File: config.mk
export PLATFORM = sky130hd
export DESIGN_NAME = wasm_data_loader
export DESIGN_NICKNAME = d
export VERILOG_FILES = /design/src/rtl/wasm_data_loader.sv
export SDC_FILE = /design/constraint.sdc
export NUM_CORES = 1
export LEC_CHECK = 0
export BUFFER_PORTS_ARGS = -buffer_cell sky130_fd_sc_hd__buf_2
export CORE_MARGIN = 10
export CORE_UTILIZATION = 46
export CTS_CLUSTER_SIZE = 8
export DETAILED_ROUTE_END_ITERATION = 8
export PLACE_DENSITY_LB_ADDON = 0.3
export SYNTH_ARGS = -nofsm -noshare
export SYNTH_HDL_FRONTEND = slang
export SYNTH_SLANG_ARGS = --single-unit
File: constraint.sdc
create_clock -name clk -period 5.35 [get_ports clk]
set_input_delay 1.07 -clock clk [delete_from_list [all_inputs] [get_ports clk]]
set_output_delay 1.07 -clock clk [all_outputs]
set_load 0.05 [all_outputs]
File: src/rtl/wasm_data_loader.sv
// Instantiation-time data-segment loader: bounds-checks each segment against the
// initial memory size and streams its bytes into linear memory one per cycle.
package wasm_pkg;
    parameter int unsigned MEMORY_PAGES = 4;

    typedef enum logic [1:0] {
        TRAP_NONE          = 2'd0,
        TRAP_OUT_OF_BOUNDS = 2'd1
    } trap_t;
endpackage

module wasm_data_loader #(
    parameter int unsigned MAX_PAGES      = wasm_pkg::MEMORY_PAGES,
    parameter int unsigned PAGE_SIZE_LOG2 = 16
) (
    input  logic                clk,
    input  logic                rst,
    input  logic                start,
    input  logic [31:0]         cfg_init_pages,
    input  logic [31:0]         cfg_max_pages,
    input  logic                desc_valid,
    output logic                desc_ready,
    input  logic [31:0]         desc_offset,
    input  logic [31:0]         desc_length,
    input  logic                desc_last,
    input  logic                byte_valid,
    output logic                byte_ready,
    input  logic [7:0]          byte_data,
    output logic                init_en,
    output logic [31:0]         init_pages,
    output logic [31:0]         init_max_pages,
    output logic                data_wr_en,
    output logic [31:0]         data_wr_addr,
    output logic [7:0]          data_wr_data,
    output logic                busy,
    output logic                done,
    output wasm_pkg::trap_t     trap,
    output logic [31:0]         bytes_written
);
    import wasm_pkg::*;

    typedef enum logic [2:0] {
        S_IDLE,
        S_INIT,
        S_DESC,
        S_COPY,
        S_FINISH
    } state_t;

    state_t      state;
    logic [31:0] seg_addr;
    logic [31:0] remaining;
    logic        seg_last;

    logic [32:0] seg_end;
    logic [47:0] mem_limit;
    logic        seg_oob;
    logic        cfg_bad;

    assign desc_ready = (state == S_DESC);
    assign byte_ready = (state == S_COPY);
    assign busy       = (state != S_IDLE);

    // 33-bit end catches offset+length wrap; 48-bit limit holds any page count.
    always_comb begin
        seg_end   = {1'b0, desc_offset} + {1'b0, desc_length};
        mem_limit = {16'b0, init_pages} << PAGE_SIZE_LOG2;
        seg_oob   = seg_end[32] || ({15'b0, seg_end} > mem_limit);
        cfg_bad   = (cfg_init_pages > MAX_PAGES) ||
                    ((cfg_max_pages != '0) && (cfg_init_pages > cfg_max_pages));
    end

    always_ff @(posedge clk) begin
        if (rst) begin
            state          <= S_IDLE;
            seg_addr       <= '0;
            remaining      <= '0;
            seg_last       <= 1'b0;
            init_en        <= 1'b0;
            init_pages     <= '0;
            init_max_pages <= '0;
            data_wr_en     <= 1'b0;
            data_wr_addr   <= '0;
            data_wr_data   <= '0;
            done           <= 1'b0;
            trap           <= TRAP_NONE;
            bytes_written  <= '0;
        end else begin
            init_en    <= 1'b0;
            data_wr_en <= 1'b0;
            done       <= 1'b0;
            case (state)
                S_IDLE: begin
                    if (start) begin
                        init_pages     <= cfg_init_pages;
                        init_max_pages <= cfg_max_pages;
                        bytes_written  <= '0;
                        if (cfg_bad) begin
                            trap  <= TRAP_OUT_OF_BOUNDS;
                            done  <= 1'b1;
                            state <= S_FINISH;
                        end else begin
                            trap    <= TRAP_NONE;
                            init_en <= 1'b1;
                            state   <= S_INIT;
                        end
                    end
                end
                S_INIT: state <= S_DESC;
                S_DESC: begin
                    if (desc_valid) begin
                        if (seg_oob) begin
                            trap  <= TRAP_OUT_OF_BOUNDS;
                            done  <= 1'b1;
                            state <= S_FINISH;
                        end else if (desc_length == '0) begin
                            if (desc_last) begin
                                done  <= 1'b1;
                                state <= S_FINISH;
                            end
                        end else begin
                            seg_addr  <= desc_offset;
                            remaining <= desc_length;
                            seg_last  <= desc_last;
                            state     <= S_COPY;
                        end
                    end
                end
                S_COPY: begin
                    if (byte_valid) begin
                        data_wr_en    <= 1'b1;
                        data_wr_addr  <= seg_addr;
                        data_wr_data  <= byte_data;
                        seg_addr      <= seg_addr + 32'd1;
                        remaining     <= remaining - 32'd1;
                        bytes_written <= bytes_written + 32'd1;
                        if (remaining == 32'd1) begin
                            if (seg_last) begin
                                done  <= 1'b1;
                                state <= S_FINISH;
                            end else begin
                                state <= S_DESC;
                            end
                        end
                    end
                end
                S_FINISH: state <= S_IDLE;
                default:  state <= S_IDLE;
            endcase
        end
    end
endmodule

# Word level (Yosys, flattened, before mapping)

Index checks and enable logic that the tools add are counted.

Register bits after elaboration: 209
Input bits: 142
Output and inout bits: 144
Word-level logic and storage cells: 96

Add/subtract/negate cells: 4
$lt $le $gt $ge: 3
Equality and inequality tests: 12
Muxes and demuxes: 40
Bitwise logic cells: 5
Reductions and logical operators: 19

Operators by type and width:

| kind                  | count |
|---|---|
| $mux 32               | 10 |
| $pmux 32 s2           | 3 |
| $add 32x1->32 const B | 2 |
| $gt 33x48->1          | 1 |
| $add 32x32->33        | 1 |
| $eq 32x1->1 const B   | 1 |
| $gt 32x3->1 const B   | 1 |
| $gt 32x32->1          | 1 |
| $logic_not 32->1      | 1 |
| $reduce_bool 32->1    | 1 |
| $sub 32x1->32 const B | 1 |
| $mux 3                | 9 |
| $mux 1                | 12 |
| $pmux 3 s4            | 1 |
| $ne 2x2->1 const B    | 5 |
| $reduce_and 5->1      | 2 |
| $reduce_and 4->1      | 2 |
| $eq 3x2->1 const B    | 2 |
| $mux 2                | 3 |
| $reduce_bool 2->1     | 3 |
| $not 1->1             | 5 |
| $ne 2x1->1 const B    | 2 |
| $ne 4x4->1 const B    | 1 |
| $pmux 2 s2            | 1 |
| other kinds (10)      | 12 |

# Depth between registers and ports, before layout

Depth after elaboration: 6
Depth in mapped cells: 26
Mapped depth without buffers: 24

# Least setup slack after synthesis

Ideal clock, no wire load.

Kind: input port to flip-flop
From: in desc_offset[0]
To: reg remaining[24]
Library setup time: 0.128 ns
Data arrival time: 5.591 ns
Path slack: -0.369 ns
Stages on the path: 25
Cell sequence: ha_1 fa_1 a21o_1 a221o_1 a32o_1 o21a_1 o2111ai_2 and4b_4 o21bai_1 a21oi_1 o21bai_1 a21oi_1 xnor2_1 ha_1 nand4_1 nor3_1 nand4_1 nor4_1 nand4_1 nor4_2 o21ai_2 or2_2 clkbuf_1 a32oi_1 nor2_1

Word-level cells in the longest chain between the ends: 5

Ends and longest elaborated chain:

| item                         | RTL line | text |
|---|---|---|
| from (decl)                  | 23       | `input logic [31:0] desc_offset,` |
| $add 32x32->33 *             | 66       | `seg_end = {1'b0, desc_offset} + {1'b0, desc_length};` |
| $gt 33x48->1                 | 68       | `seg_oob = seg_end[32] \|\| ({15'b0, seg_end} > mem_limit);` |
| $logic_or 1x1->1 *           | 68       |  |
| $ne 2x2->1 (no line) *       | n/a      |  |
| $reduce_and 5->1 (no line) * | n/a      |  |
| to (signal assigned)         | 123      | `remaining <= desc_length;` |
| to (signal assigned)         | 135      | `remaining <= remaining - 32'd1;` |
| to (decl)                    | 52       | `logic [31:0] remaining;` |

Every way passes the cells marked *; elsewhere a longest branch is shown, timed or not.
A chain may end at the register's enable or synchronous reset.

# Worst setup path after layout

From: in desc_offset[0]
To: reg seg_addr[23]

Word-level cells in the longest chain between the ends: 5

Ends and longest elaborated chain:

| item                         | RTL line | text |
|---|---|---|
| $add 32x32->33 *             | 66       |  |
| $gt 33x48->1                 | 68       |  |
| $logic_or 1x1->1 *           | 68       |  |
| $ne 2x2->1 (no line) *       | n/a      |  |
| $reduce_and 5->1 (no line) * | n/a      |  |
| to (signal assigned)         | 122      | `seg_addr <= desc_offset;` |
| to (signal assigned)         | 134      | `seg_addr <= seg_addr + 32'd1;` |
| to (decl)                    | 51       | `logic [31:0] seg_addr;` |

Marks and branches as above.

==> results.yml <==
cells_and_area:
  regArea_um2: 4160
  area_delta_synth_final_pct: 33.3
  multi_input_area_um2: 7990
  fill_cells: 2282
  final_cells: 2327
  layout-drive-gt1-share_pct: 28.3
  nets: 2211
  final_area_um2: 16400
place:
  dp_hpwl_mm: 33.8
  port_buffers: 284
  dpl_cell_area_um2: 14700
  place_congestion: 0.966
  placed_cells: 2259
pwr:
  comb_power_share_pct: 20.8
  pwr-share-clk_pct: 40.9
  peakVddDrop_mv: 0.251
  p_sw_share_pct: 29.7
  p_int_mw: 2.94
  p_switching_mw: 1.24
  p_leak_nw: 7.09
  pwr-share-seq_pct: 38.3
  power_density_nw_per_um2: 255
  finalPower_mw: 4.19
yosys:
  synth-simple-area-share_pct: 24.1
  netlist_area_um2: 12300
  synthCells: 1620
  avgSynthCellArea_um2: 7.59
  synth_xor_area_share_pct: 3.20
  ys_async_sr_fraction_pct: 0
  ys_seq_area_share_pct: 33.8
  synth.distinct_cells: 75
  synth_compound_area_share_pct: 24.0
  synthFlopType: "dfxtp_1"
  mappedNetlistNets: 1848
  synth_mux_area_share_pct: 0.407
  yosys_register_bits: 208
  synth_edf_count: 0
  synth_top_family_by_area: "simple AND/OR/NAND/NOR gates"
  synthAdderAreaFrac_pct: 8.81
  synth_warnings: 0
sta:
  timing.final.crit_share_pct: 107
  tightestPinTransition_ns: 1.17
  setup_ws_ns: -0.374
  hold_viol_final: 0
  finClkSkew_ns: 0.0216
  setup_viol: 70
  slew_headroom_pct: 22.2
  min_period_ns: 5.72
  drv_slew: 0
  grt_setup_unrepaired: "yes"
  fmax_mhz: 175
global_routing:
  overflow: 0
  first_global_vias: 13500
  grt_pass1_wl_mm: 73.0
  grt_max_degree: 99
  antenna_found_initial: 10
  grt_use_total_pct: 26.4
worst_setup_path:
  slowest_delay_ns: 0.34
  end_kind: "flip-flop"
  worst_ep_arrival_time_ns: 6.21
  ff2ff_path_depth: 12
  path_max_fanout: 6
  r2r_slack_ns: 1.77
  cp.required_ns: 5.84
  critPathKind: "primary input to flip-flop"
  startpoint_type: "primary input"
  r2r-start: "seg_addr[1]"
  crit_path_top_delay_cell: "a221o_1"
  r2r_end: "seg_addr[26]"
floorplanning:
  die_w_um: 184
  dieArea_um2: 33700
  rows: 59
  ioPinCount: 286
  die_h_um: 184
  initial_core_util_pct: 46.9
  core_area_um2: 26200
routing:
  drc: 0
  drt_first_pass_iters: 5
  initialDrtViolationCount: 1048
  wirelength_mm: 47.0
  antenna_left: 0
  via_per_inst: 5.93
  post_drt_wl_per_cell_um: 20.2
  vias: 13800
min_path:
  min_path_cells: 2
  hold_start: "data_wr_addr[6]"
  min_to: "data_wr_addr[6]"
  hp-class: "flip-flop to flip-flop"
clock_network:
  cts.clk_slew.worst_paths_ns: 0.05
  clock_sinks: 208
  cts_made_buffers: 30
  cts_max_path_buffers: 3
  htree_levels: 1
  root_buffer: "clkbuf_16"
  cts_tree: "yes"
  clkLatencyLatePin_ns: 0.57
outcome:
  run_status: "finished with violations"
  violations: "setup timing"
run:
  drv_cap: 0
==> stage by stage <==
step	hold slack [ns]	utilization, %	setup slack, ns	TNS (ns)
floorplan	0.440	-	-0.114	-3.02
global placement	0.439	56.1	-0.748	-47.03
detailed placement	0.444	56.1	-0.967	-61.89
CTS	0.451	62.0	-0.259	-12.16
global route	0.467	62.6	-0.642	-36.30
finish	0.449	62.6	-0.374	-17.80
==> synth_stat cells, drive strengths merged (6+ instances only) <==
cell type	instances	area share [%]
nand3	40	1.6
xor2	26	1.9
nand2	293	9.0
dfxtp	208	34
o22ai	10	0.51
buf	28	1.4
o21a	12	0.73
or2	12	0.61
a311oi	9	0.69
nand4	37	1.9
nor3	38	1.5
o31ai	13	0.79
or3	15	0.76
a21o	26	1.6
a22oi	6	0.37
xnor2	19	1.4
a21oi	225	9.2
nor2	116	3.5
o21ai	64	2.7
inv	72	2.2
nor4	41	2.2
a211oi	13	0.96
clkbuf	62	1.9
nor2b	7	0.36
and3	19	0.97
ha	85	8.6
a32o	13	1.1
o311a	7	0.57
o32ai	17	1.2
==> worst max-delay path by stage <==
stage	startpoint	end	slack, ns
after global placement	desc_offset[4]	remaining[26]	-0.75
after detailed placement	desc_offset[3]	seg_addr[7]	-0.97
after CTS	desc_offset[0]	seg_addr[8]	-0.26
after global routing	desc_length[2]	seg_addr[23]	-0.64
after floorplan	desc_offset[0]	remaining[28]	-0.11
final	desc_offset[0]	seg_addr[23]	-0.37
==> cell usage in the layout, fill, tap and decap left out, types with 6 or more instances in the layout <==
| cell type | count |
|---|---|
| xor2_1 | 26 |
| ha_1 | 80 |
| o21a_1 | 12 |
| nor2_4 | 6 |
| nor2b_1 | 7 |
| a22oi_1 | 6 |
| inv_1 | 72 |
| a21oi_2 | 17 |
| xnor2_1 | 19 |
| buf_4 | 108 |
| or2_2 | 9 |
| clkbuf_16 | 31 |
| nand4_1 | 37 |
| dfxtp_1 | 208 |
| a211oi_2 | 9 |
| buf_2 | 281 |
| a311oi_1 | 7 |
| o32ai_2 | 13 |
| nand2_1 | 287 |
| or3_1 | 14 |
| o22ai_1 | 8 |
| and3_1 | 17 |
| o31ai_1 | 13 |
| a21o_1 | 26 |
| buf_12 | 11 |
| buf_6 | 11 |
| nand3_1 | 40 |
| nor4_1 | 36 |
| a32o_1 | 13 |
| a21oi_1 | 207 |
| o21ai_0 | 56 |
| nor2_1 | 110 |
| nor3_1 | 35 |
| o311a_1 | 7 |
==> metal layers <==
metal	vias up	wire length, um	share of wire (%)	GRT usage [%]
met3	138	4980	11	9.09
met4	8	1900	4.0	11.2
li1	6555	-	-	-
met5	-	52	0.11	0
met1	6427	18100	38	30.3
met2	676	22000	47	44.0
==> flip-flops by register name, indices dropped and copies added, names as in the netlist <==
name,count
bytes_written,32
data_wr_addr,32
init_max_pages,32
init_pages,32
remaining,32
seg_addr,32
data_wr_data,8
state,3
data_wr_en,1
done,1
init_en,1
seg_last,1
trap,1
==> worst max-delay path, delay by kind of cell <==
family                   cells  cell delay, ns
AO/OA/AOI/OAI               12            2.12
AND/OR/NAND/NOR              8            1.48
buffers and inverters        5            0.65
adder cells (fa/ha/maj)      3            0.77
XOR/XNOR                     1            0.09
==> what timing repair did <==
action                                  CTS  global route
setup buffers                            19             5
hold buffers                              0             0
resized for setup                        89            26
endpoints found under the setup margin   70            70
gates cloned                              6             1
endpoints found under the hold margin     0             0
pin swaps                                41            12
==> kinds of logic (layout without fill, tap and decap cells) <==
kind of cell / Yosys count / count (layout)
mux: 5 / 5
fa+ha+maj: 86 / 86
buf+inv: 165 / 530
compound gates: 465 / 465
flops: 208 / 208
xor+xnor: 45 / 45
simple gates: 645 / 647
other cells: 1 / 6
==> power by group through the flow <==
stage / Combinational, mW / Clock, mW / Sequential, mW
after global placement: 0.797 / 0 / 1.63
after detailed placement: 0.806 / 0 / 1.63
after global routing: 0.944 / 1.79 / 1.61
final: 0.870 / 1.71 / 1.60
after CTS: 0.850 / 1.73 / 1.60
after floorplan: 0.388 / 0 / 1.74
==> layout make-up <==
type	count	area share, %
multi-input combinational	1249	48.7
clock buffer	35	4.88
inverter	75	1.72
tap	335	2.56
clock inverter	1	0.0992
timing repair buffer	419	16.6
antenna	5	0.0763
sequential	208	25.4
No activity file was read; power rests on OpenSTA's default activity.
